<file path="config.mk">
export PLATFORM = sky130hd
export DESIGN_NAME = pwl_activation
export DESIGN_NICKNAME = d
export VERILOG_FILES = /design/src/rtl/pwl_activation.sv
export SDC_FILE = /design/constraint.sdc
export NUM_CORES = 1
export LEC_CHECK = 0
export ABC_AREA = 1
export CAP_MARGIN = 20
export CORE_MARGIN = 2
export CORE_UTILIZATION = 62
export DETAILED_ROUTE_END_ITERATION = 6
export PLACE_DENSITY = 0.83
export SLEW_MARGIN = 20
export SYNTH_ARGS = -nofsm -noshare
export SYNTH_HDL_FRONTEND = slang
export SYNTH_SLANG_ARGS = --single-unit
</file>
<file path="constraint.sdc">
create_clock -name clk -period 6.2 [get_ports clk]
set_input_delay 0.62 -clock clk [delete_from_list [all_inputs] [get_ports clk]]
set_output_delay 0.62 -clock clk [all_outputs]
set_load 0.005 [all_outputs]
</file>
<file path="src/rtl/pwl_activation.sv">
// Piecewise-linear sigmoid / tanh on signed fixed-point samples; slopes are pure shifts.
// Latency: 3 cycles from accept to out_valid, one sample per cycle when not stalled.
// Backpressure: all stages freeze while out_valid && !out_ready; in_ready drops in the same cycle.
module pwl_activation #(
    parameter int WIDTH = 32,   // signed two's-complement data width, needs WIDTH >= FRAC + 5
    parameter int FRAC  = 16    // fractional bits, needs FRAC >= 5
) (
    input  logic             clk,
    input  logic             rst,
    input  logic             in_valid,
    output logic             in_ready,
    input  logic [WIDTH-1:0] in_data,
    input  logic             in_mode,
    output logic             out_valid,
    input  logic             out_ready,
    output logic [WIDTH-1:0] out_data,
    output logic             out_sat
);

    // Fixed-point constants, all scaled by 2^FRAC.
    localparam logic [WIDTH-1:0] LSB1    = WIDTH'(1);
    localparam logic [WIDTH-1:0] ONE     = WIDTH'(1)  << FRAC;        // 1.0
    localparam logic [WIDTH-1:0] M_SAT   = WIDTH'(5)  << FRAC;        // 5.0
    localparam logic [WIDTH-1:0] M_HI    = WIDTH'(19) << (FRAC - 3);  // 2.375
    localparam logic [WIDTH-1:0] C_HI    = WIDTH'(27) << (FRAC - 5);  // 0.84375
    localparam logic [WIDTH-1:0] C_MID   = WIDTH'(5)  << (FRAC - 3);  // 0.625
    localparam logic [WIDTH-1:0] C_LO    = WIDTH'(1)  << (FRAC - 1);  // 0.5
    localparam logic [WIDTH-1:0] MAG_MAX = {1'b0, {(WIDTH-1){1'b1}}}; // 2^(WIDTH-1)-1

    // Single advance enable shared by every stage: the pipe moves as a whole.
    logic adv;
    assign adv      = !out_valid || out_ready;
    assign in_ready = adv && !rst;

    // Stage 1 state: sign, magnitude, function select.
    logic             s1_vld;
    logic             s1_sign;
    logic             s1_mode;
    logic [WIDTH-1:0] s1_mag;

    // Stage 2 state: segment output y before sign folding.
    logic             s2_vld;
    logic             s2_sign;
    logic             s2_mode;
    logic             s2_sat;
    logic [WIDTH-1:0] s2_y;

    // Stage 1 combinational: |x| (or |2x| for tanh), clamped to the largest positive value.
    logic [WIDTH-1:0] x_abs;
    logic [WIDTH:0]   m_wide;
    logic [WIDTH-1:0] m_next;

    // Magnitude: x_abs is unsigned so the most-negative input maps to 2^(WIDTH-1) without wrap,
    // the extra bit of m_wide holds the doubled tanh magnitude, and anything above MAG_MAX clamps.
    always_comb begin
        x_abs  = in_data[WIDTH-1] ? ((~in_data) + LSB1) : in_data;
        m_wide = in_mode ? {x_abs, 1'b0} : {1'b0, x_abs};
        m_next = (m_wide > {1'b0, MAG_MAX}) ? MAG_MAX : m_wide[WIDTH-1:0];
    end

    // Stage 1 register: capture sign, magnitude and mode of the accepted sample.
    always_ff @(posedge clk) begin
        if (rst) begin
            s1_vld  <= 1'b0;
            s1_sign <= 1'b0;
            s1_mode <= 1'b0;
            s1_mag  <= '0;
        end else if (adv) begin
            s1_vld  <= in_valid;
            s1_sign <= in_data[WIDTH-1];
            s1_mode <= in_mode;
            s1_mag  <= m_next;
        end
    end

    // Stage 2 combinational: four-segment approximation of sigmoid(m) for m >= 0.
    logic [WIDTH-1:0] seg_y;
    logic             seg_sat;

    // Segment select: each threshold compare uses >=, so a boundary value takes the upper
    // segment. Shifts truncate, which is the intended rounding.
    always_comb begin
        seg_y   = ONE;
        seg_sat = 1'b0;
        if (s1_mag >= M_SAT) begin
            seg_y   = ONE;
            seg_sat = 1'b1;
        end else if (s1_mag >= M_HI) begin
            seg_y = (s1_mag >> 5) + C_HI;
        end else if (s1_mag >= ONE) begin
            seg_y = (s1_mag >> 3) + C_MID;
        end else begin
            seg_y = (s1_mag >> 2) + C_LO;
        end
    end

    // Stage 2 register: hold segment result and carry sign/mode/sat alongside.
    always_ff @(posedge clk) begin
        if (rst) begin
            s2_vld  <= 1'b0;
            s2_sign <= 1'b0;
            s2_mode <= 1'b0;
            s2_sat  <= 1'b0;
            s2_y    <= '0;
        end else if (adv) begin
            s2_vld  <= s1_vld;
            s2_sign <= s1_sign;
            s2_mode <= s1_mode;
            s2_sat  <= seg_sat;
            s2_y    <= seg_y;
        end
    end

    // Stage 3 combinational: reflect for negative inputs, then rescale for tanh.
    logic [WIDTH-1:0] fold_r;
    logic [WIDTH-1:0] res;

    // Symmetry: sigmoid(-x) = 1 - sigmoid(x); tanh(x) = 2*sigmoid(2x) - 1, the 2x already
    // folded into the stage 1 magnitude. fold_r <= 1.0 so the doubling cannot overflow.
    always_comb begin
        fold_r = s2_sign ? (ONE - s2_y) : s2_y;
        res    = s2_mode ? ((fold_r << 1) - ONE) : fold_r;
    end

    // Stage 3 register: the output holding register; frozen while downstream stalls.
    always_ff @(posedge clk) begin
        if (rst) begin
            out_valid <= 1'b0;
            out_data  <= '0;
            out_sat   <= 1'b0;
        end else if (adv) begin
            out_valid <= s2_vld;
            out_data  <= res;
            out_sat   <= s2_sat;
        end
    end

endmodule
</file>
Word-level counts from Yosys, hierarchy flattened
Index checks and enable logic that the tools add are counted.

operators by class
  add/subtract/negate cells = 6
  magnitude comparators = 4
  muxes and demuxes = 9
  bitwise gates (word level) = 1
  reductions and logical operators = 4

operator list
  cell                                                              count
  2-to-1 mux 32 bit                                                 4
  2-to-1 mux 31 bit                                                 3
  greater-than comparator 33 x 31 -> 1 bit (second input constant)  1
  2-to-1 mux 33 bit                                                 1
  adder 32 x 1 -> 32 bit (second input constant)                    1
  >= comparator 32 x 17 -> 1 bit (second input constant)            1
  >= comparator 32 x 18 -> 1 bit (second input constant)            1
  >= comparator 32 x 19 -> 1 bit (second input constant)            1
  inverter 32 bit                                                   1
  subtractor 17 x 32 -> 32 bit (first input constant)               1
  subtractor 32 x 17 -> 32 bit (second input constant)              1
  adder 30 x 16 -> 31 bit (second input constant)                   1
  adder 29 x 16 -> 30 bit (second input constant)                   1
  adder 27 x 16 -> 28 bit (second input constant)                   1
  logical NOT 1 bit                                                 2
  logical AND 1 bit                                                 1
  logical OR 1 bit                                                  1
  2-to-1 mux 1 bit                                                  1

word-level totals
  register bits = 105
  bits of input ports = 37

Depth between registers and ports, before layout
Gate-level depths: netlist of the first run.

  depth in word-level cells = 6
  depth in mapped cells = 18
  gate-level depth less buffers = 18

Worst setup path after synthesis of the first run
Ideal clock, no wire load.

  path type = in2reg
  from = in in_data[0]
  to = reg s1_mag[25]
  setup time = 0.055 ns
  arrival time = 2.173 ns
  required time = 6.145 ns
  slack = 3.972 ns
  stages = 14
  buffers on the path = 1
  cell sequence = inv_1 ha_1 nand4_1 inv_2 nand4_4 nand2_4 o211ai_2 or2_1 nand2_2 inv_2 o21ai_4 buf_6 o21bai_1 inv_2

between the ends
  word-level cells in the longest chain between the ends = 6

RTL lines
  item                                      RTL line  RTL
  start: declaration                        12        input logic [WIDTH-1:0] in_data,
  inverter 32 bit                           56        x_abs = in_data[WIDTH-1] ? ((~in_data) + LSB1) : in_data;
  adder 32 x 1 -> 32 bit                    56
  2-to-1 mux 32 bit *                       56
  2-to-1 mux 33 bit *                       57        m_wide = in_mode ? {x_abs, 1'b0} : {1'b0, x_abs};
  greater-than comparator 33 x 31 -> 1 bit  58        m_next = (m_wide > {1'b0, MAG_MAX}) ? MAG_MAX : m_wide[WIDTH-1:0];
  2-to-1 mux 32 bit *                       58
  end signal: assignment                    72        s1_mag <= m_next;
  end: declaration                          39        logic [WIDTH-1:0] s1_mag;

Mark *: on every way between the ends. The rest lies on a longest branch, timed or not.
A chain may end at the register's enable or synchronous reset.

Final worst setup path of the first run
  from = in out_ready
  to = reg s2_y[12]

between the ends
  word-level cells in the longest chain between the ends = 1

RTL lines
  item                    RTL line  RTL
  start: declaration      15        input logic out_ready,
  logical OR 1 bit        32        assign adv = !out_valid || out_ready;
  end signal: assignment  110       s2_y <= seg_y;
  end: declaration        46        logic [WIDTH-1:0] s2_y;

Every way passes these cells.

==> results.toml, run 1 <==
[critical_path]
start_kind = "input pin"
crit_path_end_kind = "register"
worstPathMaxFanout = 32
worstSetupPathType = "in -> reg"
cp.required_ns = 6.52
cp.arrival_ns = 3.42

[finish]
final_layout_size_suffix_gt1_share_pct = 5.575
areaGrowthSynthToFinish_pct = 13.54
nNetsFinal = 1172
n_antenna_cell = 0

[synthesis]
synthCells = 1083
dominantRegCellSynth = "dfxtp_1"
synth-seq-area-share_pct = 30.44
synth.largest_area_cell = "dfxtp_1"
syn_nets = 1130
yosysUniqueCellTypes = 44
yosys-top-cells-count = "nand2_1, o21ai_0, nor2_1, inv_1, dfxtp_1"
synth_edf_count = 0
synth_area_per_cell_um2 = 6.315
netlist_top_cells_area = "dfxtp_1, nand2_1, o21ai_0, nor2_1, inv_1"
ys_ff_latch = 104
async_flop_share_pct = 0
syn_area_mm2 = 0.006839
yosysMostFrequentCell = "nand2_1"
synth_warnings = 0
synth_top_area_share_pct = 30.44

[clock_tree]
cts_tree = "built"
ctsRootBufferMaster = "clkbuf_8"
cts_hold_repair.buffers = 0
post_cts_resized = 0
cts_buffers = 9
postCtsSetupBuffers = 0
cts_num_sinks = 104
cts.clk_slew.worst_paths_ns = 0.11
clock_latency_ns = 0.39
htreeDepth = 3
clockBufferDepth = 2

[sta]
max_slew_margin_pct = 30.97
setup_tns_ns = 0
finalClockSkew_ns = 0.01327
clock.fmax_ghz = 0.3221
hold_viol_final = 0
hold-worst-slack_ns = 0.4512
setup_viol = 0
rsz0062_at_grt = "no"
final.min_clock_period_ns = 3.105
period_share_pct = 50.08
maxSlewViolCount = 0
worstMarginPinSlew_ns = 1.034

[grt]
first_global_vias = 5990
grt.total_usage_pct = 29.87
grt_overflow_total = 0
grt_antenna_before_repair = 0
grt_max_degree = 39
grt_pass1_wl_mm = 28.01

[drt]
ant_nets = 0
vias = 6987
via_per_inst = 5.502
drc = 0
routed_wl_mm = 17.20
wl_per_cell_um = 13.54
drtIter0Drc = 582
dr.pass1.iters = 5

[floorplan]
start_util_pct = 63.37
die_area_mm2 = 0.01189
die_h_um = 109.0
die_x_um = 109.0
num_rows = 38
pin_count = 72
core_mm2 = 0.01079

[placed_design]
place_hpwl_mm = 13.16
portBuffers = 71
gp_congestion = 0.9205

[run_status]
status = "complete, no violations"

[power]
pwr-share-seq_pct = 50.9
power.switching_mw = 0.4680
power_density_mw_per_mm2 = 186.0
comb_power_share_pct = 20.5
peakVddDrop_uv = 144.5
swShare_pct = 32.39
intPower_mw = 0.9767
leakage_nw = 3.556
clkPwrFrac_pct = 28.7

[run]
max_cap_viol_count = 0

[min_path]
min_path_type = "reg -> reg"
-- worst max-delay path, stage by stage --
cell and delay [ns]:
clkdlybuf4s50_1 0.46, nor2_1 0.04, buf_4 0.17, inv_1 0.31
buf_4 0.36, nand3_1 0.13, nor2_1 0.15, nand2_1 0.08
nor2_1 0.65, inv_1 0.13, a21oi_1 0.15, o21ai_0 0.09
o21ai_0 0.07
-- kinds of logic after synthesis --
group                    count (synthesis)  share of synthesized area [%]
AND/OR/NAND/NOR                        520                          32.69
multiplexers                            11                          1.610
flip-flops                             104                          30.44
XOR/XNOR                                42                          5.379
adder cells (fa/ha/maj)                 10                          1.829
buffers and inverters                  167                          9.513
AO/OA/AOI/OAI                          229                          18.53
-- per-stage QoR --
step	total power, mW	setup WS (ns)	instance area [um2]	instances	utilization [%]
4_1_cts	1.446	3.118	7765	1270	71.95
5_1_grt	1.520	2.742	7765	1270	71.95
6_report	1.445	3.095	7765	1270	71.95
3_5_place_dp	1.042	2.715	7577	1254	70.21
2_1_floorplan	0.9394	3.972	6839	1083	-
3_3_place_gp	1.038	2.776	7577	1254	70.21
-- registers in the layout, indices dropped and copies added (netlist names) --
name / flops
out_sat: 1
s2_mode: 1
s2_sign: 1
s1_mag: 32
out_data: 32
s1_mode: 1
out_valid: 1
s2_vld: 1
s2_sat: 1
s2_y: 31
s1_vld: 1
s1_sign: 1
-- final cells by class --
type	instances	area (um2)
clock buffer	9	123.9
tap	140	175.2
multi-input combinational	812	4106
fill	925	3028
timing repair buffer	78	763.2
inverter	120	450.4
sequential	104	2082
clock inverter	7	63.81
-- path summary, 6_finish.rpt --
kind / startpoint / end / slack (ns) / cells after the start
max: out_ready / s2_y[12] / 3.10 / 13
min: s1_mag[31] / s1_mag[31] / 0.45 / 2
max reg2reg: s2_sign / out_data[31] / 3.30 / 11
min reg2reg: s1_mag[31] / s1_mag[31] / 0.45 / 2
-- layer usage --
metal	up-vias	wire, um	part of all wire (%)	global-route usage, %
met5	-	0	0	0
met4	0	469	2.7	11.54
met2	185	8384	49	53.11
li1	3640	-	-	-
met1	3119	7572	44	36.51
met3	43	770	4.5	3.766
-- power groups by stage --
stage	clock network, mW	logic, mW	registers [mW]
5_1_grt	0.446	0.335	0.739
3_5_place_dp	0	0.293	0.749
4_1_cts	0.418	0.294	0.734
3_3_place_gp	0	0.289	0.749
6_report	0.414	0.296	0.735
2_1_floorplan	0	0.203	0.736
-- placed cells by master (no fill, tap or decap), types with 10 or more instances in the layout --
cell / synthesis / final
dfxtp_1: 104 / 104
xor2_1: 36 / 36
nand3_1: 76 / 76
clkdlybuf4s50_1: 0 / 71
mux2i_1: 11 / 11
nand4_1: 19 / 19
a31oi_1: 13 / 13
nor2_1: 129 / 129
inv_1: 110 / 110
o21ai_0: 130 / 130
nand2_1: 248 / 248
a21oi_1: 43 / 43
o22ai_1: 15 / 15
ha_1: 10 / 10
nor2_2: 20 / 20
Note: power is estimated with default switching activity, not from simulation.
==> inputs of run 2 (changes only) <==
--- a/config.mk
+++ b/config.mk
@@ -8,9 +8,9 @@
 export ABC_AREA = 1
 export CAP_MARGIN = 20
 export CORE_MARGIN = 2
-export CORE_UTILIZATION = 62
+export CORE_UTILIZATION = 52
 export DETAILED_ROUTE_END_ITERATION = 6
-export PLACE_DENSITY = 0.83
+export PLACE_DENSITY = 0.74
 export SLEW_MARGIN = 20
 export SYNTH_ARGS = -nofsm -noshare
 export SYNTH_HDL_FRONTEND = slang
==> constraint.sdc (replaced) <==
create_clock -name clk -period 2.8 [get_ports clk]
set_input_delay 0.28 -clock clk [delete_from_list [all_inputs] [get_ports clk]]
set_output_delay 0.28 -clock clk [all_outputs]
set_load 0.005 [all_outputs]
==> results.toml, run 2 (synthesis results as in run 1) <==
[run_status]
status = "complete, no violations"

[clock_tree]
cts_hold_repair.buffers = 0
cts_num_sinks = 104
ctsRootBufferMaster = "clkbuf_16"
cts.clk_slew.worst_paths_ns = 0.07
htreeDepth = 3
clock_latency_ns = 0.35
postCtsSetupBuffers = 0
cts_tree = "built"
cts_buffers = 9
clockBufferDepth = 2
post_cts_resized = 0

[sta]
maxSlewViolCount = 0
period_share_pct = 84.32
setup_tns_ns = 0
clock.fmax_ghz = 0.4236
hold_viol_final = 0
final.min_clock_period_ns = 2.361
max_slew_margin_pct = 51.76
worstMarginPinSlew_ns = 0.7192
rsz0062_at_grt = "no"
finalClockSkew_ns = 0.009907
setup_viol = 0

[finish]
final_cell_mix = "nand2_1, o21ai_0, nor2_1, inv_1, dfxtp_1"
fillers = 1242
final_area_mm2 = 0.008065
areaGrowthSynthToFinish_pct = 17.93
nNetsFinal = 1186
layout_commonest_cell = "nand2_1"
n_antenna_cell = 0
reg_top3 = "out_data (32), s1_mag (32), s2_y (31)"
final_layout_size_suffix_gt1_share_pct = 6.649

[floorplan]
pin_count = 72
die_x_um = 118.7
die_h_um = 118.7
num_rows = 41
start_util_pct = 53.76
die_area_mm2 = 0.01408
core_mm2 = 0.01272

[placed_design]
postPlaceCellArea_mm2 = 0.007735
portBuffers = 71
gp_congestion = 0.9228
place_hpwl_mm = 13.84

[grt]
grt.total_usage_pct = 25.59
grt_overflow_total = 0
grt_max_degree = 47
first_global_vias = 6367
grt_pass1_wl_mm = 29.77
grt_antenna_before_repair = 0

[drt]
drtIter0Drc = 542
dr.pass1.iters = 5
via_per_inst = 5.351
ant_nets = 0
vias = 7037
drc = 0
routed_wl_mm = 18.01
wl_per_cell_um = 13.69

[critical_path]
worstSetupPathType = "reg -> reg"
cp.arrival_ns = 2.61
start_kind = "register"
worstPathMaxFanout = 5
crit_path_end_kind = "register"
worst-r2r-setup-slack_ns = 0.44
cp.required_ns = 3.04

[power]
peakVddDrop_uv = 335.9
leakage_nw = 3.695
power_density_mw_per_mm2 = 458.0

[min_path]
min_path_type = "reg -> reg"

[run]
max_cap_viol_count = 0
[run 2: metal layers]
metal / vias up / global-route usage [%] / share of wire (%)
met2: 192 / 44.90 / 49
li1: 3655 / - / -
met3: 50 / 3.620 / 4.5
met5: - / 0 / 0
met1: 3140 / 31.10 / 43
met4: 0 / 10.94 / 3.2
[run 2: worst paths after layout]
check | from | endpoint | cells after the start
setup / recovery | s2_y[0] | out_data[28] | 17
hold / removal | s1_mag[31] | s1_mag[31] | 2
setup reg to reg | s2_y[0] | out_data[28] | 17
hold reg to reg | s1_mag[31] | s1_mag[31] | 2
[run 2: report_power, final]
group / internal, mW / switching, mW
clock network: 0.831 / 0.560
logic: 0.281 / 0.398
registers: 1.55 / 0.0708
total: 2.66 / 1.03
[run 2: critical path: stages (launching register included)]
cell	delay, ns
dfxtp_1	0.34
inv_1	0.10
ha_1	0.19
nand3_1	0.12
nor2_2	0.23
nand3_1	0.14
nand2_1	0.18
nand2_1	0.07
nand2_1	0.08
inv_1	0.07
nand3_1	0.11
inv_1	0.10
nand2_1	0.16
nor2_2	0.07
nand2_1	0.06
nand2_1	0.05
o21bai_1	0.12
nand2_1	0.07
[run 2: stage by stage]
| stage | utilization, % | total power [mW] | hold slack [ns] | worst slack (ns) | cells |
|---|---|---|---|---|---|
| floorplan | - | 2.080 | 0.3927 | 0.8016 | 1083 |
| global placement | 60.80 | 2.322 | 0.4320 | 0.2473 | 1300 |
| detailed placement | 60.80 | 2.330 | 0.4329 | 0.2088 | 1300 |
| CTS | 63.40 | 3.705 | 0.4437 | 0.4194 | 1315 |
| global route | 63.40 | 3.848 | 0.4626 | 0.1080 | 1315 |
| finish | 63.40 | 3.694 | 0.4457 | 0.4390 | 1315 |
[run 2: final cells by class]
type | instances | area [um2] | share of cell area [%]
well taps | 172 | 215.2 | 2.668
clock inverters | 4 | 77.57 | 0.9618
inverters | 120 | 450.4 | 5.585
flip-flops and latches | 104 | 2082 | 25.81
clock buffers | 11 | 252.7 | 3.134
repair buffers | 92 | 880.8 | 10.92
multi-input cells | 812 | 4106 | 50.92
==> inputs of run 3 (changes only) <==
--- a/config.mk
+++ b/config.mk
@@ -8,9 +8,9 @@
 export ABC_AREA = 1
 export CAP_MARGIN = 20
 export CORE_MARGIN = 2
-export CORE_UTILIZATION = 52
+export CORE_UTILIZATION = 58
 export DETAILED_ROUTE_END_ITERATION = 6
-export PLACE_DENSITY = 0.74
+export PLACE_DENSITY = 0.78
 export SLEW_MARGIN = 20
 export SYNTH_ARGS = -nofsm -noshare
 export SYNTH_HDL_FRONTEND = slang
==> constraint.sdc (replaced) <==
create_clock -name clk -period 2.2 [get_ports clk]
set_input_delay 0.22 -clock clk [delete_from_list [all_inputs] [get_ports clk]]
set_output_delay 0.22 -clock clk [all_outputs]
set_load 0.005 [all_outputs]
==> results.toml, run 3 (synthesis results as in run 1) <==
[drt]
dr.pass1.iters = 5
wl_met3_um = 976
routed_wl_mm = 19.32
drc = 0
ant_nets = 0
drtIter0Drc = 598
vias = 7553
via_per_inst = 5.566
wl_met1_mm = 8.016
top_layer = "met4"
wl_per_cell_um = 14.23
routed-wl-met2_mm = 9.745

[placed_design]
portBuffers = 71
gp_congestion = 0.9534
place_hpwl_mm = 14.10
place_inst = 1333
pre_cts_slack_ns = -0.1453

[floorplan]
num_rows = 39
die_x_um = 112.6
die_area_mm2 = 0.01268
pin_count = 72
start_util_pct = 59.64
core_mm2 = 0.01147
die_h_um = 112.6

[finish]
layout_commonest_cell = "nand2_1"
final_cell_mix = "nand2_1, o21ai_0, nor2_1, inv_1, dfxtp_1"
nNetsFinal = 1256
areaGrowthSynthToFinish_pct = 28.50
reg_top3 = "out_data (32), s1_mag (32), s2_y (31)"
seqCellArea_mm2 = 0.002091
final_layout_size_suffix_gt1_share_pct = 16.47
n_antenna_cell = 0
fin_cells = 1357
multi_input_area_mm2 = 0.004317
fillers = 909

[sta]
period_share_pct = 97.47
rsz0062_at_grt = "yes"
clock.fmax_ghz = 0.4663
finalClockSkew_ns = 0.01395
maxSlewViolCount = 0
setup_slack_ns = 0.05567
setup_viol = 0
worstMarginPinSlew_ns = 0.9367
max_slew_margin_pct = 37.48
hold-worst-slack_ns = 0.4442
final.min_clock_period_ns = 2.144
hold_viol_final = 0

[power]
peakVddDrop_uv = 532.1
power_density_mw_per_mm2 = 540.5
leakage_nw = 4.099

[critical_path]
cp.required_ns = 2.45
critical_path_buf_inv_count = 2
worst-r2r-setup-slack_ns = 0.06
crit_chain = "nor2_1 -> nand2_1 -> nor2_4 -> nand3_2 -> nand2_1 -> nand2_2 -> inv_2 -> ha_1 -> nand3_2 -> inv_2 -> nand2_2 -> o21ai_0 -> nand3_1 -> nand3_1 -> nand2_1"
slowest_delay_ns = 0.39
cpLargestDelayFamily = "simple AND/OR/NAND/NOR gates"
start_kind = "register"
crit_path_end_kind = "register"
cp-endpoint = "out_data[26]"
reg2regPathDepth = 15
cp.arrival_ns = 2.40
crit_path_top_delay_cell = "dfxtp_1"
r2r_end = "out_data[26]"
worstSetupPathType = "reg -> reg"
crit_cells = 15
cp-startpoint = "s2_y[14]"
worstPathMaxFanout = 4
regToRegStartpoint = "s2_y[14]"
worst_path_most_repeated_cell = "nand2_1"

[run]
max_cap_viol_count = 0

[clock_tree]
clockBufferDepth = 2
ctsRootBufferMaster = "clkbuf_16"
clock_latency_ns = 0.36
cts_hold_repair.buffers = 0
cts.clk_slew.worst_paths_ns = 0.08
cts_num_sinks = 104
cts_buffers = 9
cts_tree = "built"
htreeDepth = 3

[grt]
grt_max_degree = 47
grt_overflow_total = 0
first_global_vias = 6755
grt_antenna_before_repair = 0
grt.total_usage_pct = 29.37
grt_pass1_wl_mm = 30.72

[min_path]
min_path_type = "reg -> reg"

[run_status]
status = "complete, no violations"
-- run 3: cell types whose count changed in the layout (fill, tap and decap cells not counted), moves of 9 or more --
cell     delta
buf_4      +67
nand2_1    -13
nand2_2    +12
nand3_1     -9
nor2_1     -16
-- run 3: report_power, final --
group          switching, mW  total, mW  internal, mW
clock network          0.788       1.70         0.909
registers             0.0878       2.06          1.98
logic                  0.554      0.990         0.437
total                   1.43       4.75          3.32
-- run 3: worst min path at each step --
| stage | start | cells past startpoint | to | slack, ns |
|---|---|---|---|---|
| global placement | out_data[28] | 2 | out_data[28] | 0.44 |
| global route | out_data[24] | 2 | out_data[24] | 0.47 |
| CTS | out_data[24] | 2 | out_data[24] | 0.45 |
| detailed placement | out_data[24] | 2 | out_data[24] | 0.44 |
| finish | out_data[24] | 2 | out_data[24] | 0.44 |
| floorplan | in_valid | 2 | s1_vld | 0.33 |
-- run 3: worst min-delay path, stage by stage (launching register included) --
cell and delay [ns]:
dfxtp_1 0.31, nand2_1 0.06, nand2_1 0.04
-- run 3: routing by layer --
metal  GRT usage, %  vias to the layer above
li1               -                     3807
met1          36.10                     3435
met2          52.10                      261
met3          3.510                       50
met4          11.87                        0
met5              0                        -
-- run 3: per-stage QoR --
stage	util [%]	setup TNS (ns)	total power, mW	area (um2)
after global placement	71.41	-2.330	3.018	8189
after CTS	74.33	0	4.706	8523
after global routing	76.64	-0.9003	4.950	8788
final	76.64	0	4.750	8788
after floorplan	-	0	2.647	6839
after detailed placement	71.41	-3.706	3.032	8189
-- run 3: final cells by class --
cell class | count | area share (%)
Tap cell | 143 | 2.036
Inverter | 120 | 5.154
Timing Repair Buffer | 162 | 16.33
Sequential cell | 104 | 23.79
Multi-Input combinational cell | 812 | 49.12
Clock buffer | 9 | 2.563
Clock inverter | 7 | 1.011
-- run 3: repair_timing --
item | in CTS | in global routing
resized for setup | 4 | 67
pin swaps | 2 | 26
endpoints found under the setup margin | 8 | 20
setup buffers | 0 | 8
